--- src/rtl/pipeline_run_ctrl_if.sv ---
// pipeline_run_ctrl_if: host command handshake and pipeline control bundle for pipeline_run_ctrl
interface pipeline_run_ctrl_if #(
  parameter int STEP_W = 16,
  parameter int CNT_W  = 32
);
  logic              i_cmd_valid;
  logic              o_cmd_ready;
  logic [1:0]        i_cmd;
  logic [STEP_W-1:0] i_step_count;
  logic              i_halt;
  logic              o_cpu_en;
  logic              o_cpu_reset;
  logic              o_busy;
  logic              o_done;
  logic [1:0]        o_status;
  logic [CNT_W-1:0]  o_cycle_count;
  modport master (
    output i_cmd_valid, i_cmd, i_step_count, i_halt,
    input  o_cmd_ready, o_cpu_en, o_cpu_reset, o_busy, o_done, o_status, o_cycle_count
  );
  modport slave (
    input  i_cmd_valid, i_cmd, i_step_count, i_halt,
    output o_cmd_ready, o_cpu_en, o_cpu_reset, o_busy, o_done, o_status, o_cycle_count
  );
endinterface

--- src/rtl/pipeline_run_ctrl.sv ---
// pipeline_run_ctrl: run/step/drain/cpu-reset sequencer gating the MIPS pipeline enable.
// Define RUN_CTRL_BREAKPOINT_EN to add the fetch-PC breakpoint stop (status 11).
module pipeline_run_ctrl #(
  parameter int DRAIN_CYCLES = 4,
  parameter int STEP_W       = 16,
  parameter int CNT_W        = 32
) (
  input  logic                 clk,
  input  logic                 reset,
`ifdef RUN_CTRL_BREAKPOINT_EN
  input  logic                 i_bp_set,
  input  logic [31:0]          i_bp_addr,
  input  logic [31:0]          i_fetch_pc,
`endif
  pipeline_run_ctrl_if.slave   bus
);
  localparam int DW = $clog2(DRAIN_CYCLES + 1);
  typedef enum logic [2:0] {IDLE, RUN, STEP, DRAIN, CPURST, DONE} state_t;
  state_t            state, state_n;
  logic [STEP_W-1:0] step_cnt, step_n;
  logic [DW-1:0]     drain_cnt, drain_n;
  logic              halted, halted_n, rst_ph, rst_ph_n;
  logic [1:0]        status_n;
  logic              accept, hit;
  assign accept = bus.i_cmd_valid && bus.o_cmd_ready;
`ifdef RUN_CTRL_BREAKPOINT_EN
  logic [31:0] bp_addr;
  logic        bp_armed, first;
  // the first enabled cycle after an accept ignores a match so RUN can resume from the breakpoint
  assign hit = bp_armed && !first && i_fetch_pc == bp_addr;
  always_ff @(posedge clk)
    if (reset) begin
      bp_addr  <= '0;
      bp_armed <= 1'b0;
      first    <= 1'b0;
    end else begin
      if (i_bp_set) begin
        bp_addr  <= i_bp_addr;
        bp_armed <= 1'b1;
      end else if (state == CPURST) bp_armed <= 1'b0;
      first <= accept ? 1'b1 : (bus.o_cpu_en ? 1'b0 : first);
    end
`else
  assign hit = 1'b0;
`endif
  always_comb begin
    state_n  = state;
    step_n   = step_cnt;
    drain_n  = drain_cnt;
    halted_n = halted;
    rst_ph_n = rst_ph;
    status_n = bus.o_status;
    case (state)
      IDLE: if (accept) begin
        if (bus.i_cmd == 2'b11) begin
          state_n  = CPURST;
          rst_ph_n = 1'b0;
        end else if (bus.i_cmd != 2'b00 && halted) begin
          state_n  = DONE;
          status_n = 2'b10;
        end else if (bus.i_cmd == 2'b01) state_n = RUN;
        else if (bus.i_cmd == 2'b10 && bus.i_step_count == '0) begin
          state_n  = DONE;
          status_n = 2'b01;
        end else if (bus.i_cmd == 2'b10) begin
          state_n = STEP;
          step_n  = bus.i_step_count;
        end
      end
      RUN, STEP: begin
        step_n = state == STEP ? step_cnt - STEP_W'(1) : step_cnt;
        if (bus.i_halt) begin
          state_n  = DRAIN;
          halted_n = 1'b1;
          drain_n  = DW'(DRAIN_CYCLES);
        end else if (hit) begin
          state_n  = DONE;
          status_n = 2'b11;
        end else if (state == STEP && step_cnt == STEP_W'(1)) begin
          state_n  = DONE;
          status_n = 2'b01;
        end
      end
      DRAIN: begin
        drain_n = drain_cnt - DW'(1);
        if (drain_cnt == DW'(1)) begin
          state_n  = DONE;
          status_n = 2'b10;
        end
      end
      CPURST: begin
        rst_ph_n = 1'b1;
        halted_n = 1'b0;
        status_n = 2'b00;
        state_n  = rst_ph ? DONE : CPURST;
      end
      DONE:    state_n = IDLE;
      default: state_n = IDLE;
    endcase
  end
  always_ff @(posedge clk)
    if (reset) begin
      state             <= IDLE;
      step_cnt          <= '0;
      drain_cnt         <= '0;
      halted            <= 1'b0;
      rst_ph            <= 1'b0;
      bus.o_cmd_ready   <= 1'b1;
      bus.o_cpu_en      <= 1'b0;
      bus.o_cpu_reset   <= 1'b0;
      bus.o_busy        <= 1'b0;
      bus.o_done        <= 1'b0;
      bus.o_status      <= 2'b00;
      bus.o_cycle_count <= '0;
    end else begin
      state             <= state_n;
      step_cnt          <= step_n;
      drain_cnt         <= drain_n;
      halted            <= halted_n;
      rst_ph            <= rst_ph_n;
      bus.o_cmd_ready   <= state_n == IDLE;
      bus.o_cpu_en      <= state_n inside {RUN, STEP, DRAIN};
      bus.o_cpu_reset   <= state_n == CPURST;
      bus.o_busy        <= state_n != IDLE;
      bus.o_done        <= state_n == DONE;
      bus.o_status      <= status_n;
      bus.o_cycle_count <= state_n == CPURST ? '0 :
                           bus.o_cycle_count + CNT_W'(bus.o_cpu_en && !(&bus.o_cycle_count));
    end
endmodule

--- src/flat_wrapper.sv ---
// flat-port wrapper written by rule: the top's interface ports become plain ports
module pipeline_run_ctrl_flat 
#(
  parameter int DRAIN_CYCLES = 4,
  parameter int STEP_W       = 16,
  parameter int CNT_W        = 32
)
  (clk, reset, bus_i_cmd_valid, bus_i_cmd, bus_i_step_count, bus_i_halt, bus_o_cmd_ready, bus_o_cpu_en, bus_o_cpu_reset, bus_o_busy, bus_o_done, bus_o_status, bus_o_cycle_count);
  pipeline_run_ctrl_if #(.STEP_W(STEP_W), .CNT_W(CNT_W)) bus_i ();
  input  logic clk;
  input  logic reset;
  input wire logic [$bits(bus_i.i_cmd_valid)-1:0] bus_i_cmd_valid;
  input wire logic [$bits(bus_i.i_cmd)-1:0] bus_i_cmd;
  input wire logic [$bits(bus_i.i_step_count)-1:0] bus_i_step_count;
  input wire logic [$bits(bus_i.i_halt)-1:0] bus_i_halt;
  output wire logic [$bits(bus_i.o_cmd_ready)-1:0] bus_o_cmd_ready;
  output wire logic [$bits(bus_i.o_cpu_en)-1:0] bus_o_cpu_en;
  output wire logic [$bits(bus_i.o_cpu_reset)-1:0] bus_o_cpu_reset;
  output wire logic [$bits(bus_i.o_busy)-1:0] bus_o_busy;
  output wire logic [$bits(bus_i.o_done)-1:0] bus_o_done;
  output wire logic [$bits(bus_i.o_status)-1:0] bus_o_status;
  output wire logic [$bits(bus_i.o_cycle_count)-1:0] bus_o_cycle_count;
  assign bus_i.i_cmd_valid = bus_i_cmd_valid;
  assign bus_i.i_cmd = bus_i_cmd;
  assign bus_i.i_step_count = bus_i_step_count;
  assign bus_i.i_halt = bus_i_halt;
  assign bus_o_cmd_ready = bus_i.o_cmd_ready;
  assign bus_o_cpu_en = bus_i.o_cpu_en;
  assign bus_o_cpu_reset = bus_i.o_cpu_reset;
  assign bus_o_busy = bus_i.o_busy;
  assign bus_o_done = bus_i.o_done;
  assign bus_o_status = bus_i.o_status;
  assign bus_o_cycle_count = bus_i.o_cycle_count;
  pipeline_run_ctrl #(.DRAIN_CYCLES(DRAIN_CYCLES), .STEP_W(STEP_W), .CNT_W(CNT_W)) u_core (.clk(clk), .reset(reset), .bus(bus_i));
endmodule
--- config.mk ---
export PLATFORM = sky130hd
export DESIGN_NAME = pipeline_run_ctrl_flat
export DESIGN_NICKNAME = d
export VERILOG_FILES = /design/src/rtl/pipeline_run_ctrl_if.sv /design/src/rtl/pipeline_run_ctrl.sv /design/src/flat_wrapper.sv
export SDC_FILE = /design/constraint.sdc
export NUM_CORES = 1
export LEC_CHECK = 0
export CAP_MARGIN = 10
export CORE_MARGIN = 4
export CORE_UTILIZATION = 53
export DETAILED_ROUTE_END_ITERATION = 10
export PLACE_DENSITY = 0.8
export SLEW_MARGIN = 20
export SYNTH_ARGS = -nofsm -noshare
export SYNTH_HDL_FRONTEND = slang
export SYNTH_SLANG_ARGS = --single-unit
--- constraint.sdc ---
create_clock -name clk -period 3.75 [get_ports clk]
set_input_delay 0.9375 -clock clk [delete_from_list [all_inputs] [get_ports clk]]
set_output_delay 0.9375 -clock clk [all_outputs]
set_load 0.005 [all_outputs]
=== Yosys cells after proc, flatten, opt, wreduce, memory -nomap -nowiden ===
Cells that the tools add are included.
W data, S select, Z words.

* Register bits after elaboration: 63
* Bits of input ports: 22
* Logic and storage cells: 103

* Add/sub/neg operators: 3
* Equal/unequal tests: 28
* Multiplexer cells: 35
* Reduce and logical (&&, ||, !) cells: 25

{| class="wikitable"
|+ Operator list
! cell !! count
|-
| $mux W16 || 7
|-
| $add A32 B1 Y32 || 1
|-
| $pmux W16 S2 || 1
|-
| $reduce_and A32 Y1 || 1
|-
| $mux W3 || 10
|-
| $eq A16 B1 Y1 const B || 1
|-
| $logic_not A16 Y1 || 1
|-
| $mux W2 || 8
|-
| $reduce_and A8 Y1 || 2
|-
| $sub A16 B1 Y16 const B || 1
|-
| $eq A3 B2 Y1 const B || 4
|-
| $ne A2 B1 Y1 const B || 6
|-
| $ne A2 B2 Y1 const B || 6
|-
| $pmux W3 S4 || 1
|-
| $reduce_bool A2 Y1 || 5
|-
| $eq A3 B1 Y1 const B || 3
|-
| $eq A3 B3 Y1 const B || 3
|-
| $pmux W2 S4 || 1
|-
| $logic_not A3 Y1 || 2
|-
| $pmux W3 S2 || 1
|-
| $reduce_bool A3 Y1 || 2
|-
| $logic_and A1 B1 Y1 || 5
|-
| $eq A2 B2 Y1 const B || 2
|-
| $mux W1 || 4
|-
| 10 further kinds || 13
|}

=== Logic depth before layout (Yosys ltp) ===
* Depth after elaboration: 10
* Depth in mapped cells: 11
* Mapped depth without buffers: 11

=== Worst setup path after synthesis ===
Ideal clock, no wire load.

* Path kind: register to register
* Start point: register u_core.bus.o_cycle_count[14]
* End point: register u_core.bus.o_cycle_count[22]
* Library setup time: 0.070 ns
* Data arrival time: 2.577 ns
* Data required time: 3.680 ns
* Slack: 1.103 ns
* Cell stages (with the launch flop): 12
* Path buffers: 1
* Clock period less this slack: 2.647 ns
* Cells stage by stage: dfxtp_1 -> and4_1 -> and3_1 -> clkbuf_1 -> a31oi_1 -> ha_1 -> ha_1 -> inv_1 -> nor4_1 -> nand4_1 -> xor2_1 -> a21oi_1

* Longest elaborated chain between the ends: 4

{| class="wikitable"
|+ Ends and longest elaborated chain
! what !! RTL line !! source
|-
| from (decl) || pipeline_run_ctrl_if.sv:23 || <nowiki>output o_cmd_ready, o_cpu_en, o_cpu_reset, o_busy, o_done, o_status, o_cycle_count</nowiki>
|-
| from (signal assigned) || pipeline_run_ctrl.sv:127 || <nowiki>bus.o_cycle_count <= state_n == CPURST ? '0 :</nowiki>
|-
| $reduce_and A32 Y1 || pipeline_run_ctrl.sv:128 || <nowiki>bus.o_cycle_count + CNT_W'(bus.o_cpu_en && !(&bus.o_cycle_count));</nowiki>
|-
| $logic_not A1 Y1 || pipeline_run_ctrl.sv:128 ||
|-
| $logic_and A1 B1 Y1 || pipeline_run_ctrl.sv:128 ||
|-
| $add A32 B1 Y32 (*) || pipeline_run_ctrl.sv:128 ||
|}

Every way passes the cells marked *; elsewhere a longest branch is shown, timed or not.
A chain may end at the register's enable or synchronous reset.

=== Final worst setup path ===
* Start point: register u_core.bus.o_cycle_count[14]
* End point: register u_core.bus.o_cycle_count[30]

The elaborated chain is that of the path after synthesis.

==> results.cfg <==
[flow_run]
cap_violations = 0

[synth]
synth-seq-area-share_pct = 36.6
ys_warn_count = 0
syn_nets = 449
yosys.area.top_type = dfxtp_1
synth.avg_cell_area_um2 = 8.19
syn_area_mm2 = 0.00345
synthFlopType = dfxtp_1
ys_ff_latch = 63
yosys.area.top_type_share_pct = 36.6
synth_edf_count = 0
synth_area_leaders = dfxtp_1, a21oi_1, xor2_1
netlist_instances = 421
synthArstFlopShare_pct = 0
yosysUniqueCellTypes = 58

[global_routing]
antenna_found_initial = 0
met2_usage_pct = 37.7
busiest_layer = met2
use_met3_pct = 4.38
use_met1_pct = 32.1
grt_pass1_wl_um = 14800
grt_usage_pct = 23.6
grt_pass1_vias = 3126
overflow = 0
grt_max_degree = 38

[timing]
slew_viol_final = 0
rsz0062_at_grt = no
tightest_slew_ps = 837
post-route-period-util_pct = 79.7
finalHoldViolations = 0
setup_tns_ps = 0
layout_min_cycle_time_ps = 2990
max_slew_margin_pct = 44.1
max_freq_ghz = 0.334
setup_violations = 0
whs_ps = 468
finClkSkew_ps = 5.94

[worst_setup_path]
critPathLaunchType = register
r2r_end = u_core.bus.o_cycle_count[30]$_SDFF_PP0_
rrSetupSlack_ps = 760
crit_end = u_core.bus.o_cycle_count[30]$_SDFF_PP0_
arrival_ps = 3250
crit_start = u_core.bus.o_cycle_count[14]$_SDFF_PP0_
path_max_fanout = 11
crit_required_ps = 4010
reg2reg_depth = 10
timing.rr.start = u_core.bus.o_cycle_count[14]$_SDFF_PP0_
critPathCaptureType = register
critical_path_class = reg -> reg

[clock_tree]
numCtsBuffers = 9
cts_resized = 0
cts_tree = done
cts_setup_buffers = 0
htreeDepth = 3
cts_hold_buf = 0
cts_max_path_buffers = 2
cts_root_buf = clkbuf_8
clk_pin_slew_ps = 70
clk_latency_ps = 340
clock_sinks = 63

[floorplanning]
die-height_um = 88.6
fp.dieW_um = 88.6
die_area_mm2 = 0.00786
initial_core_util_pct = 54.3
ios = 61
rows = 29
core-area_mm2 = 0.00635

[routing]
wl_per_cell_um = 16.3
detail-route-antenna-nets = 0
drtPass1Iterations = 5
vias = 3486
drt-total-wl_um = 9020
drc = 0
dr.first_iter.drc_count = 268
viasPerCell = 6.32

[power_and_ir_drop]
leakagePower_nw = 1.51
p_per_area_mw_per_mm2 = 733
ir_drop_v = 0.000586

[layout]
final_cell_mix = dfxtp_1, clkdlybuf4s50_1, a21oi_1
nets = 499
area_delta_synth_final_pct = 24.8
seqCellArea_mm2 = 0.00126
antenna_cells = 0
layout_commonest_cell = dfxtp_1
multi_input_area_mm2 = 0.00203
drive_above_1_share_pct = 6.95
nFillCells = 504

[hold_path]
holdCritPathClass = reg -> reg

[placement]
io_buffers = 60
hpwl_um = 6170
gp_congestion = 0.907

[run_status]
status = completed
==> worst max-delay path, stage by stage (launching register included) <==
cell and delay, ps:
dfxtp_1 340, and4_1 240, and3_1 310, a31oi_1 220
ha_1 200, ha_1 230, inv_1 100, nor3_1 470
nand3_1 260, or3_1 390, a22oi_1 150
==> routing by layer <==
metal	vias up	routed length [um]
li1	1668	-
met1	1618	3780
met2	188	4290
met3	12	818
met4	0	127
met5	-	0
==> stage by stage <==
stage	total power [mW]	utilization [%]	cell area [um2]	setup slack (ps)	std cells
after CTS	3.13	67.6	4290	623	552
after global routing	3.37	67.7	4300	631	552
final	3.15	67.7	4300	760	552
after floorplan	2.11	-	3450	1100	421
after global placement	2.49	64.5	4100	546	537
after detailed placement	2.51	64.5	4100	535	537
==> state kept, by name, summed over array words and instances, names as in the netlist <==
name / flops
u_core.bus.o_cycle_count: 32
u_core.step_cnt: 16
u_core.drain_cnt: 3
u_core.state: 3
u_core.bus.o_status: 2
u_core.bus.o_busy: 1
u_core.bus.o_cmd_ready: 1
u_core.bus.o_cpu_en: 1
u_core.bus.o_cpu_reset: 1
u_core.bus.o_done: 1
u_core.halted: 1
u_core.rst_ph: 1
==> area by class of cell <==
type,instances,area share (%)
Tap cell,77,2.24
Sequential cell,63,29.3
Timing Repair Buffer,69,15.5
Inverter,13,1.13
Clock inverter,3,0.989
Multi-Input combinational cell,315,47.2
Clock buffer,12,3.61
==> cells in the mapped netlist, types with 3 or more instances <==
cell type  instances
nor3b_1            3
nand4_1           10
nor4_1            13
dfxtp_1           63
a21boi_1           3
clkbuf_1          21
ha_1               6
o211ai_1           7
o311ai_1           4
nand3_1           23
a211o_1            3
a31oi_1            4
nor2_1            22
a21oi_1           50
buf_2              9
o21ai_0            9
and3_1             9
xnor2_1            7
o31ai_1           12
a22oi_1            5
xor2_1            24
inv_1             11
nand2_1           26
o21ai_1            6
or3_1              7
nor3_1            14
nand2b_1           6
nand4b_1           5
==> worst min path at each step <==
| stage | startpoint | depth (start not counted) | end |
|---|---|---|---|
| floorplan | u_core.rst_ph$_SDFFE_PP0P_ | 2 | u_core.rst_ph$_SDFFE_PP0P_ |
| global placement | u_core.bus.o_status[0]$_SDFFE_PP0P_ | 2 | u_core.bus.o_status[0]$_SDFFE_PP0P_ |
| detailed placement | u_core.bus.o_status[0]$_SDFFE_PP0P_ | 2 | u_core.bus.o_status[0]$_SDFFE_PP0P_ |
| CTS | u_core.bus.o_status[0]$_SDFFE_PP0P_ | 2 | u_core.bus.o_status[0]$_SDFFE_PP0P_ |
| global route | u_core.step_cnt[6]$_SDFFE_PP0P_ | 2 | u_core.step_cnt[6]$_SDFFE_PP0P_ |
| finish | u_core.bus.o_status[0]$_SDFFE_PP0P_ | 2 | u_core.bus.o_status[0]$_SDFFE_PP0P_ |
==> power by group <==
group / switching (mW) / total, mW / internal, mW / leakage [nW]
Combinational: 0.969 / 1.59 / 0.625 / 0.905
Clock: 0.265 / 0.604 / 0.339 / 0.0985
Sequential: 0.159 / 0.957 / 0.798 / 0.511
==> logic make-up after synthesis <==
kind of cell | count (synthesis) | synth area share (%)
simple gates | 149 | 23.4
mux | 2 | 0.581
flops | 63 | 36.6
buf+inv | 43 | 5.01
xor+xnor | 31 | 7.88
fa+ha+maj | 7 | 2.47
compound gates | 126 | 24.1
(Power assumes the default switching activity.)
